### src/rtl/unpadding.sv
`default_nettype none
// ============================================================================
// Module   : unpadding
// Brief    : Strips a one-pixel border from a padded FWFT byte stream.
// Revision : 1.0 - initial release
// ============================================================================
module unpadding #(
  parameter int IMG_WIDTH  = 720,
  parameter int IMG_HEIGHT = 540
) (
  input  logic       clock,
  input  logic       reset,
  output logic       in_rd_en,
  input  logic [7:0] in_dout,
  input  logic       in_empty,
  output logic       out_wr_en,
  output logic [7:0] out_din,
  input  logic       out_full,
  output logic       frame_done
);

  localparam logic [12:0] c_x_last = 13'(IMG_WIDTH + 1);
  localparam logic [12:0] c_y_mid_last = 13'(IMG_HEIGHT);

  typedef enum logic [1:0] {
    S_TOP     = 2'b00,
    S_MID     = 2'b01,
    S_BOT     = 2'b10,
    S_ILLEGAL = 2'b11
  } state_t;

  state_t      r_state;
  state_t      w_state_next;
  logic [12:0] r_x;
  logic [12:0] r_y;
  logic [12:0] w_x_next;
  logic [12:0] w_y_next;
  logic        r_frame_done;
  logic        w_frame_done_next;
  logic        w_row_end;
  logic        w_keep_pos;

  assign out_din    = in_dout;
  assign frame_done = r_frame_done;

  always_ff @(posedge clock or posedge reset) begin
    if (reset) begin
      r_state      <= S_TOP;
      r_x          <= 13'd0;
      r_y          <= 13'd0;
      r_frame_done <= 1'b0;
    end else begin
      r_state      <= w_state_next;
      r_x          <= w_x_next;
      r_y          <= w_y_next;
      r_frame_done <= w_frame_done_next;
    end
  end

  always_comb begin
    w_row_end         = (r_x == c_x_last);
    w_keep_pos        = (r_state == S_MID) && (r_x != 13'd0) && !w_row_end;
    in_rd_en          = 1'b0;
    out_wr_en         = 1'b0;
    w_state_next      = r_state;
    w_x_next          = r_x;
    w_y_next          = r_y;
    w_frame_done_next = 1'b0;

    // Keep positions must never pop without pushing, so they also wait on out_full.
    if (!reset) begin
      case (r_state)
        S_TOP, S_BOT: in_rd_en = !in_empty;
        S_MID: begin
          if (w_keep_pos) begin
            in_rd_en  = !in_empty && !out_full;
            out_wr_en = !in_empty && !out_full;
          end else begin
            in_rd_en = !in_empty;
          end
        end
        default: in_rd_en = 1'b0;
      endcase
    end

    if (r_state == S_ILLEGAL) begin
      w_state_next = S_TOP;
      w_x_next     = 13'd0;
      w_y_next     = 13'd0;
    end else if (in_rd_en) begin
      if (!w_row_end) begin
        w_x_next = r_x + 13'd1;
      end else begin
        w_x_next = 13'd0;
        case (r_state)
          S_TOP: begin
            w_y_next     = 13'd1;
            w_state_next = S_MID;
          end
          S_MID: begin
            w_y_next = r_y + 13'd1;
            if (r_y == c_y_mid_last) begin
              w_state_next = S_BOT;
            end
          end
          S_BOT: begin
            w_y_next          = 13'd0;
            w_state_next      = S_TOP;
            w_frame_done_next = 1'b1;
          end
          default: w_state_next = S_TOP;
        endcase
      end
    end
  end

endmodule
`default_nettype wire

### config.mk
export PLATFORM = sky130hd
export DESIGN_NAME = unpadding
export DESIGN_NICKNAME = d
export VERILOG_FILES = /design/src/rtl/unpadding.sv
export SDC_FILE = /design/constraint.sdc
export NUM_CORES = 1
export LEC_CHECK = 0
export ABC_AREA = 1
export ABC_CLOCK_PERIOD_IN_PS = 2900
export CAP_MARGIN = 20
export CORE_ASPECT_RATIO = 0.5
export CORE_UTILIZATION = 27
export DETAILED_ROUTE_END_ITERATION = 6
export PLACE_DENSITY = 0.44
export SLEW_MARGIN = 20
export SYNTH_ARGS = -nofsm -noshare
export SYNTH_HDL_FRONTEND = slang
export SYNTH_SLANG_ARGS = --single-unit
export TNS_END_PERCENT = 5
### constraint.sdc
create_clock -name clock -period 2.9 [get_ports clock]
set_clock_uncertainty 0.1 [all_clocks]
set_input_delay 0.29 -clock clock [delete_from_list [all_inputs] [get_ports clock]]
set_output_delay 0.29 -clock clock [all_outputs]
set_load 0.005 [all_outputs]
Word-level counts from Yosys, hierarchy flattened

Cells that the tools add are included.

Reduce and logical (&&, ||, !) cells: 14
Equal/unequal tests: 6
Add/sub/neg operators: 2
Muxes and demuxes: 22

Operators by type and width:

| kind                  | count |
|---|---|
| $mux 13               | 6 |
| $pmux 13 s3           | 1 |
| $add 13x1->13 const B | 2 |
| $eq 13x10->1 const B  | 2 |
| $reduce_bool 13->1    | 1 |
| $mux 1                | 9 |
| $mux 2                | 4 |
| $reduce_and 3->1      | 2 |
| $eq 2x2->1 const B    | 2 |
| $pmux 2 s2            | 1 |
| $reduce_bool 2->1     | 2 |
| $reduce_bool 4->1     | 1 |
| $logic_and 1x1->1     | 3 |
| $logic_not 1->1       | 3 |
| $ne 3x1->1 const B    | 1 |
| $eq 2x1->1 const B    | 1 |
| $logic_not 2->1       | 1 |
| $pmux 1 s2            | 1 |
| $reduce_or 2->1       | 1 |

Input bits: 12
Register bits after elaboration: 29
Word-level logic and storage cells: 48
Output and inout bits: 11

Depth between registers and ports, before layout

Depth in word-level cells: 8
Mapped depth: 14

Worst setup path after synthesis

No wires, ideal clock.

Path kind: reg2reg
Start: register r_state[0]
End: register r_y[4]
Library setup time: 0.065 ns
Period minus slack after synthesis: 1.919 ns
Setup slack: 0.981 ns
Arrival time: 1.754 ns
Stages on the path, launching flop included: 10
Required time: 2.735 ns
Path through: dfrtp_1 > ha_1 > buf_2 > or2_2 > nor3_1 > nor2_4 > nand2_2 > buf_2 > nand2_1 > nand2_1

Cells in the longest elaborated chain, start to end: 8
Elaborated cells between the ends (all ways): 18
Those cells by class: 3 x eq/ne; 7 x mux; 8 x reduce/logical

RTL lines:

| what                               | line       | RTL |
|---|---|---|
| start: declaration                 | 32         | `state_t r_state;` |
| start signal: assignment           | 53         | `r_state <= w_state_next;` |
| $eq 2x1->1                         | 62, 72, 95 |  |
| $logic_and 1x1->1 (2 in series)    | 62         | `w_keep_pos = (r_state == S_MID) && (r_x != 13'd0) && !w_row_end;` |
| $mux 1                             | 75         | `if (w_keep_pos) begin` |
| $pmux 1 s2                         | 72         | `case (r_state)` |
| $mux 1                             | 71         | `if (!reset) begin` |
| $reduce_bool 2->1 (no source line) | --         |  |
| $reduce_and 3->1 (no source line)  | --         |  |
| end signal: assignment             | 55         | `r_y <= w_y_next;` |
| end: declaration                   | 35         | `logic [12:0] r_y;` |

Several ways; a longest one is shown, not always the timed one. The select of a mux whose other input is x is not followed.
A chain may end at the register's enable or synchronous reset.

Worst setup path in the final report

Start: register r_x[1]
End: output in_rd_en

Cells in the longest elaborated chain, start to end: 6
Elaborated cells between the ends (all ways): 8
Those cells by class: 1 x eq/ne; 3 x mux; 4 x reduce/logical

RTL lines:

| what                                                        | line   | RTL |
|---|---|---|
| start: declaration                                          | 34     | `logic [12:0] r_x;` |
| start signal: assignment                                    | 54     | `r_x <= w_x_next;` |
| $eq 13x10->1 / $reduce_bool 13->1 (equally long branches)   | 61, 62 |  |
| $logic_not 1->1 / $logic_and 1x1->1 (equally long branches) | --     |  |
| $logic_and 1x1->1 (*)                                       | 62     |  |
| $mux 1 (*)                                                  | 75     |  |
| $pmux 1 s2 (*)                                              | 72     |  |
| $mux 1 (*)                                                  | 71     |  |
| end: declaration                                            | 13     | `output logic in_rd_en,` |

Every way passes the cells marked *; elsewhere a longest branch is shown, timed or not.

==> metrics <==
vias in the first global route 1897; Critical Path Max Stage Delay 0.51 ns; WL final 5.07 mm; Final Setup Violations 0; Syn Area/Cell 6.81 sq um; # rows 22; critical path buffer and inverter count 3; Final TNS setup 0 ns; share of power burned in registers 0.407; layout cells sized above 1 0.0794; period utilisation layout 0.896; Least-Margin Pin Slew 0.636 ns; Pint 0.000816 W; Yosys top cell area share 0.337; cell count along the critical path 11; DRT Pass-1 Iters 4; crit end category output pin; R2R setup slack 0.76 ns; total number of yosys warnings 0; CP dominant cell by count nand2_1; Worst Path Max Fanout 4; Critical Path Start Type flip-flop; Synth Register Bits 29; # fillers 822; syn_nets 339; DRC Markers 0; RSZ-0062 raised after global routing no; Slew Viols, Final 0; Port Buffer Count 6; ant diodes 0; CTS Buffer Depth 2; Fin. Hold Viols 0; switching power 0.000342 W; Initial Util 0.287; initial antenna violation count 0; DR vias 1886; Max-slew headroom 0.576; CP required 2.51 ns; Chip Height 65.2 microns; commonest non-fill, non-tap cells in the layout 83 x nand2_1, 35 x inv_1, 33 x nor2_1; drt initial violations 115; CTS sink count 29; Seq/Total Area, Yosys 0.337; crit-path cells inv_1 > ha_1 > nand2_1 > nor2_1 > nand3_2 > nand4_1 > nand2_1 > nand2_1 > nand2_2 > inv_1 > clkdlybuf4s50_1; clock root cell clkbuf_16; DIE AREA 8360 sq um; synth unique cells 32; sequential cell area 726 sq um; post-route ant nets 0; kind of cell adding the most delay to the critical path buffers and inverters; Final nets 337; vias per cell 4.46; TritonCTS buffer count 5; gr usage total 0.142; H-tree Lvls 2; Tmin final 2.60 ns; worst reg2reg path depth 13; Pleak 1.07 nW; commonest non-fill, non-tap cell in the layout nand2_1; # resized after CTS 0; Post-DP Area 2240 sq um; Clock Power Share 0.432; top cell type by total area after synthesis dfrtp_1; combinational power share 0.161; Worst-Skew Late Latency 0.28 ns; Die W 128 microns; Worst Path Arrival 2.21 ns; Cells after Synth 316; multi-input logic area 1150 sq um; Mapped Area 2150 sq um; maxcap violations 0; main area contributors after synthesis dfrtp_1 34%, nand2_1 14%, nand3_1 7.4%; Ports 23; Sw Share 0.295; Worst-path clk slew 0.06 ns; Slowest-stage cell, CP clkdlybuf4s50_1; WS Path Type reg2out; WL/cell 12.0 microns; CTS tree built; final instance area 2380 sq um; RD Place Congestion 0.803; fmax 385 MHz; largest net degree at the start of global routing 29; first-pass GRT wire length 9.06 mm; VDD IR max 0.180 mV; min-delay worst type in2async; CORE AREA 7510 sq um; DP HPWL 3.75 mm; Synth-to-Final Area Change 10.7%; Cell Pwr Density 486 nW/um^2; global route overflow 0; hold buffers post-CTS 0; Setup Buffers After CTS 0; status complete, no violations
[cells in the mapped netlist]
cell / instances
inv_1: 35
nand2_4: 1
nor2_2: 2
xor2_1: 3
o21ai_0: 18
a21oi_1: 5
ha_1: 11
a31oi_1: 1
and3_1: 1
nand2_2: 3
a211oi_1: 1
buf_2: 5
buf_6: 3
o21a_1: 1
nand3_1: 32
nor3_1: 13
o31ai_1: 1
nand2_1: 83
nand3b_1: 2
or2_1: 1
or2_2: 2
o21ai_1: 3
nor3b_1: 1
inv_2: 5
nor4_1: 3
dfrtp_1: 29
nand3_2: 1
buf_4: 8
nor2_1: 33
nor2_4: 1
nand4_1: 6
clkbuf_1: 2
[flip-flops by register name, indices dropped and copies added (netlist names)]
name / cells
r_y: 13
frame_done: 1
r_state: 2
r_x: 13
[power by group through the flow]
stage	logic (W)	clock network [W]	registers, W
finish	0.000187	0.000500	0.000471
global route	0.000222	0.000545	0.000474
CTS	0.000189	0.000525	0.000471
detailed placement	0.000188	0	0.000477
global placement	0.000184	0	0.000477
floorplan	0.000172	0	0.000459
[cell type report]
type,count,share of cell area
Sequential cell,29,0.304
Inverter,40,0.0630
Tap cell,108,0.0567
Clock buffer,6,0.0541
Multi-Input combinational cell,229,0.483
Clock inverter,2,0.00420
Timing Repair Buffer,9,0.0346
[metrics by stage]
step | instances | hold WS [ns] | utilization | power (W) | worst slack [ns]
floorplan | 316 | 0.268 | - | 0.000631 | 0.981
global placement | 415 | 0.390 | 0.299 | 0.000661 | 0.627
detailed placement | 415 | 0.389 | 0.299 | 0.000665 | 0.584
CTS | 423 | 0.396 | 0.317 | 0.00118 | 0.274
global route | 423 | 0.434 | 0.317 | 0.00124 | 0.120
finish | 423 | 0.359 | 0.317 | 0.00116 | 0.303
[cell families (layout without fill, tap and decap cells)]
family / count (synthesis) / in the layout / synth area share
adder cells (fa/ha/maj): 11 / 11 / 0.0639
flip-flops: 29 / 29 / 0.337
AO/OA/AOI/OAI: 30 / 30 / 0.0738
XOR/XNOR: 3 / 3 / 0.0122
buffers and inverters: 58 / 57 / 0.128
AND/OR/NAND/NOR: 185 / 185 / 0.385
[routing by layer]
metal	track usage	wire length (microns)
met5	0	0
met3	0.0366	185
met4	0.0485	45
met2	0.232	2270
met1	0.181	2570
[path summary, 6_finish.rpt]
kind | start | end
worst max-delay path | r_x[1]$_DFFE_PP0P_ | in_rd_en
min in group clock | r_y[8]$_DFFE_PP0P_ | r_y[8]$_DFFE_PP0P_
worst min register to register | r_y[8]$_DFFE_PP0P_ | r_y[8]$_DFFE_PP0P_
max in group asynchronous | reset | r_y[2]$_DFFE_PP0P_
worst min-delay path | reset | r_x[2]$_DFFE_PP0P_
worst max register to register | r_x[1]$_DFFE_PP0P_ | r_y[10]$_DFFE_PP0P_
Note: power is estimated with default switching activity, not from simulation.
==> patch (config.mk and constraints unchanged) <==
`r_x` no longer has a reset.
--- a/src/rtl/unpadding.sv
+++ b/src/rtl/unpadding.sv
@@ -46,15 +46,17 @@
   always_ff @(posedge clock or posedge reset) begin
     if (reset) begin
       r_state      <= S_TOP;
-      r_x          <= 13'd0;
       r_y          <= 13'd0;
       r_frame_done <= 1'b0;
     end else begin
       r_state      <= w_state_next;
-      r_x          <= w_x_next;
       r_y          <= w_y_next;
       r_frame_done <= w_frame_done_next;
     end
+  end
+
+  always_ff @(posedge clock) begin
+    r_x <= w_x_next;
   end
 
   always_comb begin
Behaviour: same outputs for any inputs over 10 cycles, from zero or initial values and one cycle with reset high; that may be too few to reach the edited logic, so the function may still have changed.
==> patch against the unedited design <==
Total power up 12%. Routed wire length grew 4.5%. Worst setup slack improved by 0.032 ns. Final area rose by 3.5%. Via count grew 5.4%. Sequential cell count unchanged. Area after synthesis grew 2.9%. Die area rose by 2.8%. Critical endpoint unchanged. Largest cell class unchanged. Largest power group is now sequential cells.
==> patch: results (changes against the unedited design) <==
Clocking
  • Cts repair resizes: 0 (unchanged)
  • Buffer depth of the longest clock path: 2 (unchanged)
  • Root buffer cell: clkbuf_16
  • Postcts setup bufs: 0 (unchanged)
  • CTS H-tree depth: 2 (unchanged)
  • Reg clk slew, reported paths: about 0.05 ns
  • Worst-skew pair later-pin latency: roughly 0.27 ns
  • TritonCTS Buffers: 5 (unchanged)

Synthesis
  • EDFF count, synth: 0 (unchanged)
  • Syn_area_per_cell: 6.50 um^2 (-4.6%)
  • Top FF cell, synth: dfrtp_1
  • FFs w/ async S/R, synth: 55.2% (-45 points)
  • Post-synth top cells: nand2_1 (101), nor2_1 (53), nand3_1 (39)
  • Top cells by area, synth: dfrtp_1 (18%), nand2_1 (17%), dfxtp_1 (12%)
  • Sequential area share after synthesis: 29.8% (-3.9 points)
  • Post-synthesis cell type count: 31 (-3.1%)
  • Syn. warnings: 0 (unchanged)

Outcome
  • Status: completed

Global routing
  • Number of global-route vias before repair: 1983 (+4.5%)
  • Largest net degree at the start of global routing: 17 (-41%)
  • Initial antenna violation count: 0 (unchanged)
  • GRT Overall Usage: 14.0% (-0.12 points)
  • Global-route wire length before repair: 9380 um (+3.5%)

Setup path
  • Crit path max fanout: 5 (+1)
  • Crit path arrival time: 2.18 ns (-0.03 ns)
  • Slowest stage delay, CP: roughly 0.52 ns
  • Top delay family on crit path: buffers and inverters
  • Cell with the biggest individual delay on the critical path: clkdlybuf4s50_1

Routing
  • Iteration-0 DRC Markers: 101 (-12%)
  • DR WL/cell: 11.8 um (-1.8%)
  • First-pass DRT Iterations: 4 (unchanged)
  • Detailed Route WL: 5300 um (+4.5%)
  • Post-route ant nets: 0 (unchanged)
  • Vias/cell: 4.42 (-0.92%)

Final layout
  • Largest registers: r_x (13), r_y (13), r_state (2)
  • # diodes: 0 (unchanged)
  • Fraction of layout instances using a drive strength above 1: 6.43% (-1.5 points)
  • # nets final: 364 (+8.0%)
  • Total of fill cells in the finished design: 854 (+3.9%)

Place
  • Port Buf Inserts: 6 (unchanged)
  • Pre-CTS WS: 0.591 ns (+0.00679 ns)
  • DP Wirelength: 3880 um (+3.4%)
  • GPL Wtd Cong: 0.836 (+4.1%)
  • Placed cell count: 442 (+6.5%)

Power
  • Peak supply drop: 0.000195 V (+8.5%)
  • Leak: 1.06 nW (-1.6%)

STA
  • Worst Tran Pin Value: 0.634 ns (-0.00218 ns)

Hold path
  • Worst Hold Class: primary input to async pin
[patch: where the power goes]
group | total [mW] | switching (mW) | internal, mW | leakage, nW
Clock | 0.498 | 0.184 | 0.315 | 0.0706
Sequential | 0.537 | 0.0837 | 0.454 | 0.331
Combinational | 0.262 | 0.154 | 0.108 | 0.656
[patch: kinds of logic (layout without fill, tap and decap cells)]
family	Yosys count	in the layout	synth area share [%]
AND/OR/NAND/NOR	219	219	44.1
buffers and inverters	54	55	11.3
flip-flops	29	29	29.8
AO/OA/AOI/OAI	17	17	4.18
adder cells (fa/ha/maj)	11	11	6.21
XOR/XNOR	11	11	4.35
[patch: area by class of cell]
type | instances | area [um^2] | area share (%)
Clock buffer | 6 | 129 | 5.22
Tap cell | 108 | 135 | 5.48
Inverter | 37 | 139 | 5.63
Clock inverter | 2 | 10.0 | 0.406
Timing Repair Buffer | 10 | 90.1 | 3.65
Sequential cell | 29 | 661 | 26.8
Multi-Input combinational cell | 258 | 1300 | 52.8
[patch: worst paths after layout]
kind,startpoint,to,slack (ns),depth (start not counted)
worst max-delay path,r_state[1],in_rd_en,0.33,9
worst min-delay path,reset,r_y[4],0.33,2
worst max register to register,r_state[1],r_y[9],0.70,11
worst min register to register,r_x[12],r_x[12],0.40,2
max in group asynchronous,reset,r_y[0],1.95,2
min in group clock,r_x[12],r_x[12],0.40,2
[patch: metrics by stage]
stage               hold slack (ns)  cell area (um^2)
floorplan                     0.104              2220
global placement              0.390              2330
global route                  0.391              2470
finish                        0.332              2470
detailed placement            0.396              2330
CTS                           0.368              2470
[patch: layer usage]
metal / part of all wire (%) / GRT usage, %
met5: 0 / 0
met4: 1.0 / 3.92
met3: 2.1 / 3.07
met2: 47 / 24.7
met1: 50 / 17.3
